### config.mk
export PLATFORM = sky130hd
export DESIGN_NAME = router_out_reader
export DESIGN_NICKNAME = d
export VERILOG_FILES = /design/src/rtl/router_out_reader.sv
export SDC_FILE = /design/constraint.sdc
export NUM_CORES = 1
export LEC_CHECK = 0
export ABC_CLOCK_PERIOD_IN_PS = 3800
export CAP_MARGIN = 20
export CORE_MARGIN = 10
export CORE_UTILIZATION = 58
export DETAILED_ROUTE_END_ITERATION = 10
export DONT_BUFFER_PORTS = 1
export PLACE_DENSITY = 0.74
export SLEW_MARGIN = 10
export SYNTH_ARGS = -nofsm -noshare
export SYNTH_HDL_FRONTEND = slang
export SYNTH_SLANG_ARGS = --single-unit
### constraint.sdc
create_clock -name clock -period 3.8 [get_ports clock]
set_clock_uncertainty 0.1 [all_clocks]
set_input_delay 0.38 -clock clock [delete_from_list [all_inputs] [get_ports clock]]
set_output_delay 0.38 -clock clock [all_outputs]
set_load 0.01 [all_outputs]
### src/rtl/router_out_reader.sv
// Drains one router output FIFO, checks header address and packet parity, and
// forwards header and payload bytes to a sink through a 2-entry skid buffer.
module router_out_reader #(
    parameter logic [1:0] PORT_ID = 2'd0,
    parameter int         CNT_W   = 16
) (
    input  logic             clock,
    input  logic             resetn,
    input  logic             vld_out,
    input  logic [7:0]       data_out,
    input  logic             soft_reset,
    output logic             read_enb,
    input  logic             sink_ready,
    output logic [7:0]       pkt_data,
    output logic             pkt_valid,
    output logic             pkt_sop,
    output logic             pkt_eop,
    output logic             pkt_done,
    output logic             parity_err,
    output logic             addr_err,
    output logic             pkt_abort,
    output logic [CNT_W-1:0] pkt_cnt,
    output logic [CNT_W-1:0] err_cnt
);

    typedef enum logic [2:0] {S_IDLE, S_HDR, S_PAY, S_PAR, S_DONE} state_t;

    typedef struct packed {
        logic [7:0] data;
        logic       sop;
        logic       eop;
    } entry_t;

    state_t     r_state;
    logic       r_rd_pend;
    logic [6:0] r_req_left;
    logic [5:0] r_remaining;
    logic [7:0] r_xor;
    logic       r_addr_bad;
    logic       r_parity_err;
    logic       r_addr_err;
    logic       r_pkt_done;
    logic       r_pkt_abort;
    logic [CNT_W-1:0] r_pkt_cnt;
    logic [CNT_W-1:0] r_err_cnt;
    entry_t     r_q0;
    entry_t     r_q1;
    logic [1:0] r_occ;

    logic       w_abort;
    logic       w_pop;
    logic       w_cap;
    logic       w_push;
    logic       w_room;
    logic [5:0] w_len;
    logic [6:0] w_req_left;
    entry_t     w_entry;

    assign w_abort = soft_reset && (r_state != S_IDLE);
    assign w_pop   = pkt_valid && sink_ready;
    assign w_cap   = r_rd_pend && !w_abort;
    assign w_len   = data_out[7:2];
    assign w_push  = w_cap && ((r_state == S_HDR) || (r_state == S_PAY));

    assign w_entry.data = data_out;
    assign w_entry.sop  = (r_state == S_HDR);
    assign w_entry.eop  = ((r_state == S_HDR) && (w_len == 6'd0)) ||
                          ((r_state == S_PAY) && (r_remaining == 6'd1));

    // Bytes still to request; the header's length is forwarded the cycle it
    // is captured so the first payload request does not cost a bubble.
    // NOTE: every always_comb output gets a default first so no latch is inferred.
    always_comb begin
        w_req_left = 7'd0;
        case (r_state)
            S_IDLE:        w_req_left = 7'd1;
            S_HDR:         if (r_rd_pend) w_req_left = {1'b0, w_len} + 7'd1;
            S_PAY, S_PAR:  w_req_left = r_req_left;
            default:       w_req_left = 7'd0;
        endcase
    end

    assign w_room   = ({1'b0, r_occ} + {2'b0, r_rd_pend}) <= (3'd1 + {2'b0, w_pop});
    assign read_enb = vld_out && (w_req_left != 7'd0) && w_room && !soft_reset;

    assign pkt_valid  = (r_occ != 2'd0);
    assign pkt_data   = r_q0.data;
    assign pkt_sop    = pkt_valid && r_q0.sop;
    assign pkt_eop    = pkt_valid && r_q0.eop;
    assign pkt_done   = r_pkt_done;
    assign pkt_abort  = r_pkt_abort;
    assign parity_err = r_parity_err;
    assign addr_err   = r_addr_err;
    assign pkt_cnt    = r_pkt_cnt;
    assign err_cnt    = r_err_cnt;

    // NOTE: the skid entries are reset too, so pkt_data reads 0 out of reset.
    always_ff @(posedge clock or negedge resetn) begin
        if (!resetn) begin
            r_q0  <= '0;
            r_q1  <= '0;
            r_occ <= 2'd0;
        end else if (w_abort) begin
            r_occ <= 2'd0;
        end else begin
            case ({w_push, w_pop})
                2'b10: begin
                    if (r_occ == 2'd0) r_q0 <= w_entry;
                    else               r_q1 <= w_entry;
                    r_occ <= r_occ + 2'd1;
                end
                2'b01: begin
                    r_q0  <= r_q1;
                    r_occ <= r_occ - 2'd1;
                end
                2'b11: begin
                    if (r_occ == 2'd1) begin
                        r_q0 <= w_entry;
                    end else begin
                        r_q0 <= r_q1;
                        r_q1 <= w_entry;
                    end
                end
                default: ;
            endcase
        end
    end

    always_ff @(posedge clock or negedge resetn) begin
        if (!resetn) begin
            r_state      <= S_IDLE;
            r_rd_pend    <= 1'b0;
            r_req_left   <= 7'd0;
            r_remaining  <= 6'd0;
            r_xor        <= 8'd0;
            r_addr_bad   <= 1'b0;
            r_parity_err <= 1'b0;
            r_addr_err   <= 1'b0;
            r_pkt_done   <= 1'b0;
            r_pkt_abort  <= 1'b0;
            r_pkt_cnt    <= '0;
            r_err_cnt    <= '0;
        end else begin
            // NOTE: state is updated with non-blocking assignments only.
            r_pkt_done  <= 1'b0;
            r_pkt_abort <= 1'b0;
            if (w_abort) begin
                r_state     <= S_IDLE;
                r_rd_pend   <= 1'b0;
                r_req_left  <= 7'd0;
                r_pkt_abort <= 1'b1;
            end else begin
                r_rd_pend <= read_enb;
                if ((r_state == S_HDR) || (r_state == S_PAY) || (r_state == S_PAR))
                    r_req_left <= w_req_left - {6'd0, read_enb};
                case (r_state)
                    S_IDLE: if (read_enb) r_state <= S_HDR;
                    S_HDR: if (w_cap) begin
                        r_xor       <= data_out;
                        r_remaining <= w_len;
                        r_addr_bad  <= (data_out[1:0] != PORT_ID);
                        r_state     <= (w_len != 6'd0) ? S_PAY : S_PAR;
                    end
                    S_PAY: if (w_cap) begin
                        r_xor       <= r_xor ^ data_out;
                        r_remaining <= r_remaining - 6'd1;
                        if (r_remaining == 6'd1) r_state <= S_PAR;
                    end
                    S_PAR: if (w_cap) begin
                        r_parity_err <= (r_xor != data_out);
                        r_addr_err   <= r_addr_bad;
                        r_pkt_done   <= 1'b1;
                        r_state      <= S_DONE;
                    end
                    S_DONE: begin
                        r_pkt_cnt <= r_pkt_cnt + CNT_W'(1);
                        if (r_parity_err || r_addr_err) r_err_cnt <= r_err_cnt + CNT_W'(1);
                        r_state <= S_IDLE;
                    end
                    default: r_state <= S_IDLE;
                endcase
            end
        end
    end

endmodule

==> results.json <==
{
  "crit_path_start": "r_occ[1]",
  "drt_iter0_drc": 266,
  "avgRoutedWirePerCell_um": 17.2,
  "drc_errors": 0,
  "cp.arrival_ns": 3.60,
  "synth.ff_latch_count": 84,
  "cts.sinks": 84,
  "synth.distinct_cells": 53,
  "rr_startpoint": "r_occ[1]",
  "viasPerCell": 5.94,
  "postRouteAntennaNets": 0,
  "io_buffers": 0,
  "nets": 477,
  "synthCells": 461,
  "switching_share_pct": 35.2,
  "fmax_mhz": 287,
  "final_hold_viol_count": 0,
  "p_comb_share_pct": 26.9,
  "setup_violations": 0,
  "leakage_nw": 2.14,
  "dieArea_um2": 11700,
  "start_util_pct": 58.8,
  "synthToLayoutAreaGrowth_pct": 6.42,
  "syn_nets": 488,
  "hold_class": "in -> reg",
  "coreArea_um2": 7650,
  "hp-start": "data_out[5]",
  "yosys.area.top_type": "dfrtp_1",
  "clockBufferDepth": 2,
  "io_pins": 61,
  "seq_power_share_pct": 46.5,
  "n_antenna_cell": 0,
  "crit_path_start_kind": "register",
  "place_area_um2": 4500,
  "p_int_mw": 1.78,
  "design_area_um2": 4790,
  "root_buffer": "clkbuf_8",
  "synthTopCellsByCount": "dfrtp_1, nand2_1, xnor2_1",
  "post_route_cells_drive_above_1_share_pct": 7.91,
  "required_ns": 3.92,
  "synth_top_area_share_pct": 46.7,
  "syn_avg_cell_area_um2": 9.76,
  "synthesis.area_um2": 4500,
  "cts_max_level": 3,
  "maxCapViolations": 0,
  "async_reset_ff_share_pct": 100,
  "yosysMostFrequentCell": "dfrtp_1",
  "antenna_found_initial": 0,
  "report.final.slew_viol_count": 0,
  "ys_warn_count": 0,
  "yosysSeqAreaShare_pct": 46.7,
  "dp_hpwl_um": 6860,
  "vias": 3307,
  "cts.clk_slew.worst_paths_ns": 0.09,
  "fp-row-count": 32,
  "finalNonFillerCells": 557,
  "regToRegEndpoint": "r_req_left[4]",
  "wl_um": 9570,
  "period_share_pct": 91.6,
  "dp_cells": 538,
  "fin_setup_tns_ns": 0,
  "status": "finished clean",
  "path_class": "reg -> reg",
  "fp.dieW_um": 108,
  "clkLatencyLatePin_ns": 0.36,
  "grt_pass1_vias": 3205,
  "powerDensity_nw_per_um2": 574,
  "fin_crit_ns": 3.48,
  "ys_dominant_reg_cell": "dfrtp_1",
  "rsz0062_at_grt": "no",
  "firstDrtPassIters": 5,
  "path_max_fanout": 6,
  "tritoncts": "built",
  "grt_max_degree": 85,
  "worst_pin_slew_ns": 0.707,
  "r2r_slack_ns": 0.32,
  "peakVddDrop_mv": 0.271,
  "synth-edff-count": 0,
  "cts_buffers": 9,
  "power_mw": 2.75,
  "holdWs_ns": 0.0636,
  "netlist_top_cells_area": "dfrtp_1, xnor2_1, nand2_1, ha_1, o21ai_0",
  "crit_path_end_kind": "register",
  "endpoint": "r_req_left[4]",
  "grt_overflow_total": 0,
  "max_slew_margin_pct": 52.4,
  "clock_power_share_pct": 26.5,
  "grt_pass1_wl_um": 15900,
  "p_switching_mw": 0.966,
  "finalWeightedCongestion": 0.848,
  "reg2reg_depth": 14,
  "track_usage_pct": 16.8,
  "die_h_um": 108
}
worst max-delay path: stages, from the launching register on:
cell	delay [ns]
dfrtp_1	0.40
inv_1	0.15
ha_2	0.26
nand2b_2	0.18
inv_1	0.12
fa_1	0.56
o31a_1	0.14
a21oi_1	0.05
nor3b_2	0.19
o41a_1	0.30
ha_1	0.22
ha_1	0.23
o2111ai_1	0.15
xnor2_1	0.19
o21ai_0	0.09
repair_timing:
item,CTS,global route
gates resized for setup,0,3
endpoints found under the hold margin,86,0
hold buffers,3,0
endpoints found under the setup margin,0,3
buffers inserted,0,0
cells by family (layout without fill, tap and decap cells):
logic type      Yosys count  count (layout)  synth area share [%]
xor+xnor                 50              50                  9.73
simple gates            147             147                  16.8
mux                      15              15                  3.59
buf+inv                  50              44                  5.23
compound gates          100             100                  13.6
flops                    84              84                  46.7
fa+ha+maj                15              15                  4.28
metrics by stage:
stage,setup slack [ns],util [%]
final,0.317,62.6
after global routing,0.0857,62.6
after CTS,0.102,62.5
after detailed placement,0.139,58.8
after global placement,0.377,58.8
after floorplan,0.613,-
final cells by class:
type / instances / area (um^2)
fillers: 620 / 2860
multi-input cells: 327 / 2170
flip-flops and latches: 84 / 2100
well taps: 102 / 128
clock buffers: 9 / 124
clock inverters: 7 / 110
inverters: 22 / 82.6
repair buffers: 6 / 70.1
placed cells by master (no fill, tap or decap), types with 3 or more instances in the layout:
cell type   n
nor3_1      7
nand3_1    13
o22ai_1     7
and4_1      3
o21ai_0    32
nand4_1     9
dfrtp_1    84
clkbuf_8    9
nor4_1      4
a21oi_1    28
a22oi_1     4
nor2_1     33
xor2_1     16
nand2_1    53
buf_4       3
a31oi_1     3
mux2i_1     6
ha_1       12
a211oi_1    4
mux2_2      9
and3_1      6
xnor2_1    34
inv_1      22
metal layers:
layer,global-route usage (%),share of wire [%],up-vias
met5,0,0,-
met4,7.54,2.0,0
met3,4.76,8.3,16
met2,26.9,48,103
met1,20.5,41,1597
li1,-,-,1591
registers in the layout (all words and copies together), names as in the netlist, 2 cells and up:
name         flops
err_cnt         16
pkt_cnt         16
r_q1            10
pkt_data         8
r_xor            8
r_req_left       7
r_remaining      6
r_state          3
r_occ            2
r_q0             2
how the worst min path moves through the flow:
stage,endpoint,depth (start not counted)
floorplan,addr_err,0
global placement,pkt_cnt[10],0
detailed placement,pkt_cnt[10],0
CTS,r_q1[6],1
global route,r_q1[6],1
finish,r_xor[5],2
power by group through the flow:
| stage | Combinational [mW] | Clock, mW | Sequential, mW |
|---|---|---|---|
| after floorplan | 0.689 | 0 | 1.20 |
| after global placement | 0.676 | 0 | 1.28 |
| after detailed placement | 0.714 | 0 | 1.29 |
| after CTS | 0.738 | 0.745 | 1.28 |
| after global routing | 0.836 | 0.779 | 1.31 |
| final | 0.740 | 0.729 | 1.28 |
No activity file was read; power rests on OpenSTA's default activity.
